--- config.mk ---
export PLATFORM = sky130hd
export DESIGN_NAME = sram_1k_arbiter_flat
export DESIGN_NICKNAME = d
export VERILOG_FILES = /design/src/rtl/sram_1k_arbiter_pkg.sv /design/src/rtl/sram_1k_arbiter_if.sv /design/src/rtl/sram_strobe_timer.sv /design/src/rtl/sram_1k_arbiter.sv /design/src/flat_wrapper.sv
export SDC_FILE = /design/constraint.sdc
export NUM_CORES = 1
export LEC_CHECK = 0
export ABC_AREA = 1
export CAP_MARGIN = 30
export CORE_UTILIZATION = 45
export DETAILED_ROUTE_END_ITERATION = 16
export PLACE_DENSITY = 0.91
export SLEW_MARGIN = 0
export SYNTH_ARGS = -nofsm -noshare
export SYNTH_HDL_FRONTEND = slang
export SYNTH_SLANG_ARGS = --single-unit
--- constraint.sdc ---
create_clock -name clk -period 1.7 [get_ports clk]
set_clock_uncertainty 0.2 [all_clocks]
set_input_delay 0.34 -clock clk [delete_from_list [all_inputs] [get_ports clk]]
set_output_delay 0.34 -clock clk [all_outputs]
set_load 0.01 [all_outputs]
--- src/rtl/sram_1k_arbiter_pkg.sv ---
// Shared types and constants for the two-requester 1Kx1 SRAM bank arbiter.
package sram_arb_pkg;

  localparam int ADDR_W         = 10;
  localparam int DEF_WIDTH      = 8;
  localparam int DEF_SETUP_CYC  = 1;
  localparam int DEF_WPULSE_CYC = 2;
  localparam int DEF_RPULSE_CYC = 2;

  typedef enum logic [1:0] {
    IDLE,
    SETUP,
    STROBE,
    HOLD
  } state_e;

  // Enough bits to hold the largest phase length, plus one bit of headroom.
  function automatic int cnt_width(input int setup_cyc, input int wpulse_cyc,
                                   input int rpulse_cyc);
    int m;
    m = (setup_cyc > wpulse_cyc) ? setup_cyc : wpulse_cyc;
    m = (m > rpulse_cyc) ? m : rpulse_cyc;
    return $clog2(m) + 1;
  endfunction

endpackage

--- src/rtl/sram_1k_arbiter_if.sv ---
// Requester handshakes and RAM pin bundle for sram_1k_arbiter.
interface sram_1k_arbiter_if
  import sram_arb_pkg::*;
#(
  parameter int WIDTH = DEF_WIDTH
);

  logic              req0;
  logic              we0;
  logic [ADDR_W-1:0] addr0;
  logic [WIDTH-1:0]  wdata0;
  logic              done0;
  logic              req1;
  logic              we1;
  logic [ADDR_W-1:0] addr1;
  logic [WIDTH-1:0]  wdata1;
  logic              done1;
  logic [WIDTH-1:0]  rdata;
  logic              busy;
  logic [ADDR_W-1:0] ram_a;
  logic              ram_ce_n;
  logic              ram_we_n;
  logic [WIDTH-1:0]  ram_di;
  logic [WIDTH-1:0]  ram_do;

  modport slave (
    input  req0, we0, addr0, wdata0, req1, we1, addr1, wdata1, ram_do,
    output done0, done1, rdata, busy, ram_a, ram_ce_n, ram_we_n, ram_di
  );

  modport master (
    output req0, we0, addr0, wdata0, req1, we1, addr1, wdata1, ram_do,
    input  done0, done1, rdata, busy, ram_a, ram_ce_n, ram_we_n, ram_di
  );

endinterface

--- src/rtl/sram_strobe_timer.sv ---
// Loadable down-counter that parks at zero; times the SETUP and STROBE phases.
module sram_strobe_timer #(
  parameter int CNT_W = 3
) (
  input  logic             clk,
  input  logic             reset_n,
  input  logic             load_i,
  input  logic [CNT_W-1:0] load_val_i,
  output logic             zero_o
);

  logic [CNT_W-1:0] cnt_q;

  // NOTE: sequential state is always assigned with <= so every flop samples
  // pre-edge values regardless of block ordering.
  always_ff @(posedge clk or negedge reset_n) begin
    if (!reset_n) begin
      cnt_q <= '0;
    end else if (load_i) begin
      cnt_q <= load_val_i;
    end else if (cnt_q != '0) begin
      cnt_q <= cnt_q - CNT_W'(1);
    end
  end

  assign zero_o = (cnt_q == '0);

endmodule

--- src/rtl/sram_1k_arbiter.sv ---
// Round-robin arbiter sharing a bank of asynchronous 1Kx1 SRAMs between two
// requesters, with programmable setup / pulse timing and registered pins.
module sram_1k_arbiter
  import sram_arb_pkg::*;
#(
  parameter int WIDTH      = DEF_WIDTH,
  parameter int SETUP_CYC  = DEF_SETUP_CYC,
  parameter int WPULSE_CYC = DEF_WPULSE_CYC,
  parameter int RPULSE_CYC = DEF_RPULSE_CYC
) (
  input logic               clk,
  input logic               reset_n,
  sram_1k_arbiter_if.slave  bus
);

  localparam int CW = cnt_width(SETUP_CYC, WPULSE_CYC, RPULSE_CYC);

  state_e            state_q;
  logic              last_grant_q;
  logic              op_we_q;
  logic [ADDR_W-1:0] ram_a_q;
  logic [WIDTH-1:0]  ram_di_q;
  logic [WIDTH-1:0]  rdata_q;
  logic              ce_n_q;
  logic              we_n_q;
  logic              done0_q;
  logic              done1_q;
  logic              busy_q;

  logic              start_d;
  logic              grant_d;
  logic              tmr_load_d;
  logic [CW-1:0]     tmr_val_d;
  logic              tmr_zero;

  // NOTE: every always_comb output gets a default first so no path leaves a
  // signal unassigned and infers a latch.
  always_comb begin
    start_d    = 1'b0;
    grant_d    = 1'b0;
    tmr_load_d = 1'b0;
    tmr_val_d  = CW'(SETUP_CYC - 1);
    if (state_q == IDLE && (bus.req0 || bus.req1)) begin
      start_d = 1'b1;
      grant_d = (bus.req0 && bus.req1) ? ~last_grant_q : bus.req1;
    end
    if (start_d) begin
      tmr_load_d = 1'b1;
    end else if (state_q == SETUP && tmr_zero) begin
      tmr_load_d = 1'b1;
      tmr_val_d  = op_we_q ? CW'(WPULSE_CYC - 1) : CW'(RPULSE_CYC - 1);
    end
  end

  sram_strobe_timer #(.CNT_W(CW)) u_timer (
    .clk        (clk),
    .reset_n    (reset_n),
    .load_i     (tmr_load_d),
    .load_val_i (tmr_val_d),
    .zero_o     (tmr_zero)
  );

  // Address and data move only on the IDLE->SETUP edge, so they are settled a
  // full SETUP phase before the strobe and held through HOLD afterwards.
  always_ff @(posedge clk or negedge reset_n) begin
    if (!reset_n) begin
      state_q      <= IDLE;
      last_grant_q <= 1'b1;
      op_we_q      <= 1'b0;
      ram_a_q      <= '0;
      ram_di_q     <= '0;
      rdata_q      <= '0;
      ce_n_q       <= 1'b1;
      we_n_q       <= 1'b1;
      done0_q      <= 1'b0;
      done1_q      <= 1'b0;
      busy_q       <= 1'b0;
    end else begin
      done0_q <= 1'b0;
      done1_q <= 1'b0;
      case (state_q)
        IDLE: begin
          if (start_d) begin
            state_q      <= SETUP;
            busy_q       <= 1'b1;
            last_grant_q <= grant_d;
            op_we_q      <= grant_d ? bus.we1    : bus.we0;
            ram_a_q      <= grant_d ? bus.addr1  : bus.addr0;
            ram_di_q     <= grant_d ? bus.wdata1 : bus.wdata0;
          end
        end
        SETUP: begin
          if (tmr_zero) begin
            state_q <= STROBE;
            ce_n_q  <= 1'b0;
            we_n_q  <= ~op_we_q;
          end
        end
        STROBE: begin
          if (tmr_zero) begin
            state_q <= HOLD;
            ce_n_q  <= 1'b1;
            we_n_q  <= 1'b1;
            if (!op_we_q) rdata_q <= bus.ram_do;
            if (last_grant_q) done1_q <= 1'b1;
            else              done0_q <= 1'b1;
          end
        end
        HOLD: begin
          state_q <= IDLE;
          busy_q  <= 1'b0;
        end
        default: state_q <= IDLE;
      endcase
    end
  end

  assign bus.done0    = done0_q;
  assign bus.done1    = done1_q;
  assign bus.rdata    = rdata_q;
  assign bus.busy     = busy_q;
  assign bus.ram_a    = ram_a_q;
  assign bus.ram_ce_n = ce_n_q;
  assign bus.ram_we_n = we_n_q;
  assign bus.ram_di   = ram_di_q;

endmodule

--- src/flat_wrapper.sv ---
// flat-port wrapper written by rule: the top's interface ports become plain ports
module sram_1k_arbiter_flat import sram_arb_pkg::*;
#(
  parameter int WIDTH      = DEF_WIDTH,
  parameter int SETUP_CYC  = DEF_SETUP_CYC,
  parameter int WPULSE_CYC = DEF_WPULSE_CYC,
  parameter int RPULSE_CYC = DEF_RPULSE_CYC
)
  (clk, reset_n, bus_req0, bus_we0, bus_addr0, bus_wdata0, bus_req1, bus_we1, bus_addr1, bus_wdata1, bus_ram_do, bus_done0, bus_done1, bus_rdata, bus_busy, bus_ram_a, bus_ram_ce_n, bus_ram_we_n, bus_ram_di);
  sram_1k_arbiter_if #(.WIDTH(WIDTH)) bus_i ();
  input logic clk;
  input logic reset_n;
  input wire logic [$bits(bus_i.req0)-1:0] bus_req0;
  input wire logic [$bits(bus_i.we0)-1:0] bus_we0;
  input wire logic [$bits(bus_i.addr0)-1:0] bus_addr0;
  input wire logic [$bits(bus_i.wdata0)-1:0] bus_wdata0;
  input wire logic [$bits(bus_i.req1)-1:0] bus_req1;
  input wire logic [$bits(bus_i.we1)-1:0] bus_we1;
  input wire logic [$bits(bus_i.addr1)-1:0] bus_addr1;
  input wire logic [$bits(bus_i.wdata1)-1:0] bus_wdata1;
  input wire logic [$bits(bus_i.ram_do)-1:0] bus_ram_do;
  output wire logic [$bits(bus_i.done0)-1:0] bus_done0;
  output wire logic [$bits(bus_i.done1)-1:0] bus_done1;
  output wire logic [$bits(bus_i.rdata)-1:0] bus_rdata;
  output wire logic [$bits(bus_i.busy)-1:0] bus_busy;
  output wire logic [$bits(bus_i.ram_a)-1:0] bus_ram_a;
  output wire logic [$bits(bus_i.ram_ce_n)-1:0] bus_ram_ce_n;
  output wire logic [$bits(bus_i.ram_we_n)-1:0] bus_ram_we_n;
  output wire logic [$bits(bus_i.ram_di)-1:0] bus_ram_di;
  assign bus_i.req0 = bus_req0;
  assign bus_i.we0 = bus_we0;
  assign bus_i.addr0 = bus_addr0;
  assign bus_i.wdata0 = bus_wdata0;
  assign bus_i.req1 = bus_req1;
  assign bus_i.we1 = bus_we1;
  assign bus_i.addr1 = bus_addr1;
  assign bus_i.wdata1 = bus_wdata1;
  assign bus_i.ram_do = bus_ram_do;
  assign bus_done0 = bus_i.done0;
  assign bus_done1 = bus_i.done1;
  assign bus_rdata = bus_i.rdata;
  assign bus_busy = bus_i.busy;
  assign bus_ram_a = bus_i.ram_a;
  assign bus_ram_ce_n = bus_i.ram_ce_n;
  assign bus_ram_we_n = bus_i.ram_we_n;
  assign bus_ram_di = bus_i.ram_di;
  sram_1k_arbiter #(.WIDTH(WIDTH), .SETUP_CYC(SETUP_CYC), .WPULSE_CYC(WPULSE_CYC), .RPULSE_CYC(RPULSE_CYC)) u_core (.clk(clk), .reset_n(reset_n), .bus(bus_i));
endmodule
==> impl_metrics.env <==
export IMPL_period_minus_slack_ns=1.64
export IMPL_critPathLaunchType="flop"
export IMPL_layout_drive_gt1_share_pct=19.7
export IMPL_cp_top_family="flip-flops"
export IMPL_synthDistinctLibCells=21
export IMPL_outcome="completed"
export IMPL_synth_top_cells_by_count="82 x nand2_1, 55 x inv_1, 34 x dfrtp_1"
export IMPL_finalSetupViolations=0
export IMPL_avgSynthCellArea_um2=8.47
export IMPL_tns_ns=0
export IMPL_max_freq_mhz=611
export IMPL_worst_slew_pin_slew_ns=0.468
export IMPL_detail_route_antenna_nets=0
export IMPL_powerDensity_nw_per_um2=1570
export IMPL_required_ns=1.16
export IMPL_antenna_cells=0
export IMPL_drv_cap=0
export IMPL_die_h_um=71.7
export IMPL_syn_nets=314
export IMPL_final_nets=401
export IMPL_clk_pin_slew_worst_paths_ns=0.08
export IMPL_max_vdd_ir_drop_mv=0.963
export IMPL_worst_path_max_delay_cell="dfstp_2"
export IMPL_cts_root_buffer="clkbuf_8"
export IMPL_dp_cells=386
export IMPL_netlist_top_cells_area="dfrtp_1 39%, nand2_1 14%, nand3_2 14%"
export IMPL_worstPathArrival_ns=1.10
export IMPL_drt_total_wl_um=5080
export IMPL_rows=24
export IMPL_grt_util_all_layers_pct=21.3
export IMPL_synth_edf_count=0
export IMPL_fillers=378
export IMPL_ctsLongestPathBuffers=2
export IMPL_cp_num_buf_inv=1
export IMPL_post_route_util_pct=68.9
export IMPL_hp_class="flop to flop"
export IMPL_hold_viol=0
export IMPL_drtIter0Drc=114
export IMPL_numCtsBuffers=5
export IMPL_crit_chain="dlygate4sd2_1"
export IMPL_synthCells=258
export IMPL_synth_top_area_share_pct=38.9
export IMPL_fin_ws_ns=0.0622
export IMPL_drtPass1Iterations=5
export IMPL_rsz0062_at_grt="false"
export IMPL_die_x_um=71.7
export IMPL_antenna_found_initial=0
export IMPL_max_stage_delay_ns=0.54
export IMPL_core_area_um2=4500
export IMPL_die_area_um2=5140
export IMPL_viasPerCell=4.84
export IMPL_ys_ff_latch=37
export IMPL_crit_type="flop to output port"
export IMPL_grt_max_degree=38
export IMPL_fin_cells=398
export IMPL_regArea_um2=930
export IMPL_synth_most_common_cell="nand2_1"
export IMPL_wl_per_cell_um=12.8
export IMPL_portBuffers=80
export IMPL_slew_headroom_pct=68.8
export IMPL_area_growth_pct=42.0
export IMPL_start_util_pct=48.5
export IMPL_synth_yosys_warnings=0
export IMPL_cp_end_kind="output port"
export IMPL_post_synth_instance_area_um2=2180
export IMPL_hold_slack_ns=0.277
export IMPL_cts_num_sinks=37
export IMPL_multi_input_area_um2=910
export IMPL_gp_congestion=0.759
export IMPL_vias=1925
export IMPL_insertion_delay_ns=0.29
export IMPL_fin_crit_sh_pct=96.3
export IMPL_cts_max_level=2
export IMPL_leakage_uw=0.00167
export IMPL_dpl_hpwl_um=3830
export IMPL_ys_seq_area_share_pct=42.6
export IMPL_post_route_drc_count=0
export IMPL_drv_slew=0
export IMPL_async_reset_ff_share_pct=100
export IMPL_cp_max_fo=2
export IMPL_yosys_area_top_type="dfrtp_1"
export IMPL_io_pins=81
export IMPL_grt_pass1_vias=1882
export IMPL_grt_overflow_total=0
export IMPL_synth_flop_cell="dfrtp_1"
export IMPL_grt_pass1_wl_um=8390
export IMPL_dp_slack_ns=-0.0991
export IMPL_cts_tree="built"
flip-flops by register name, indices dropped and copies added (netlist names), 2 cells and up:
name                  count
u_core.bus.rdata          8
u_core.bus.ram_di         8
u_core.state_q            2
u_core.bus.ram_a         10
u_core.u_timer.cnt_q      2
stage by stage:
stage                     power, uW  cell area, um^2
after floorplan                3300             2180
after global placement         4290             3010
after detailed placement       4440             3010
after CTS                      4800             3070
after global routing           5230             3100
final                          4860             3100
cell usage in the layout, fill, tap and decap left out, drive strengths merged, types with 2 or more instances in the layout:
cell type	count
clkdlybuf4s50	48
clkinv	2
ha	6
nor2	7
dlygate4sd2	31
clkbuf	5
nand3	39
inv	58
buf	11
dfstp	3
dfrtp	34
nand2	82
o21ai	15
layout make-up:
type | instances | area share, %
Sequential cell | 37 | 30.0
Multi-Input combinational cell | 152 | 29.3
Timing Repair Buffer | 91 | 28.7
Inverter | 58 | 7.10
Clock buffer | 5 | 2.22
Tap cell | 52 | 2.10
Clock inverter | 3 | 0.565
final timing paths:
path,startpoint,endpoint,slack [ns],cells past startpoint
hold / removal,u_core.bus.ram_a[4],u_core.bus.ram_a[4],0.28,2
setup / recovery,u_core.bus.ram_we_n,bus_ram_we_n,0.06,1
hold reg to reg,u_core.bus.ram_a[4],u_core.bus.ram_a[4],0.28,2
min in group asynchronous,reset_n,u_core.bus.ram_a[8],0.41,3
max in group asynchronous,reset_n,u_core.bus.ram_ce_n,0.54,3
setup reg to reg,u_core.state_q[1],u_core.state_q[0],0.08,6
power by group:
| group | internal [uW] | leakage [uW] | switching [uW] |
|---|---|---|---|
| sequential | 1350 | 0.000449 | 241 |
| clock | 283 | 0.0000439 | 315 |
| combinational | 1180 | 0.00118 | 1500 |
| total | 2810 | 0.00167 | 2050 |
cell families (layout without fill, tap and decap cells):
| kind of cell | Yosys count | count (layout) | share of synthesized area (%) |
|---|---|---|---|
| flops | 37 | 37 | 42.6 |
| fa+ha+maj | 6 | 6 | 3.44 |
| compound gates | 17 | 17 | 5.33 |
| simple gates | 129 | 129 | 32.3 |
| buf+inv | 69 | 157 | 16.4 |
routing by layer:
layer  part of all wire (%)  up-vias  track usage [%]
met5                      0        -                0
li1                       -      946                -
met4                    2.8        0             9.15
met3                    5.7       12             4.64
met2                     54       66             39.2
met1                     38      901             23.5
repair_timing:
action | CTS | global route
buffers inserted | 0 | 3
hold buffers | 1 | 0
hold endpoints to repair | 34 | 0
gates resized for setup | 31 | 3
endpoints found under the setup margin | 31 | 21
Note: power is estimated with default switching activity, not from simulation.
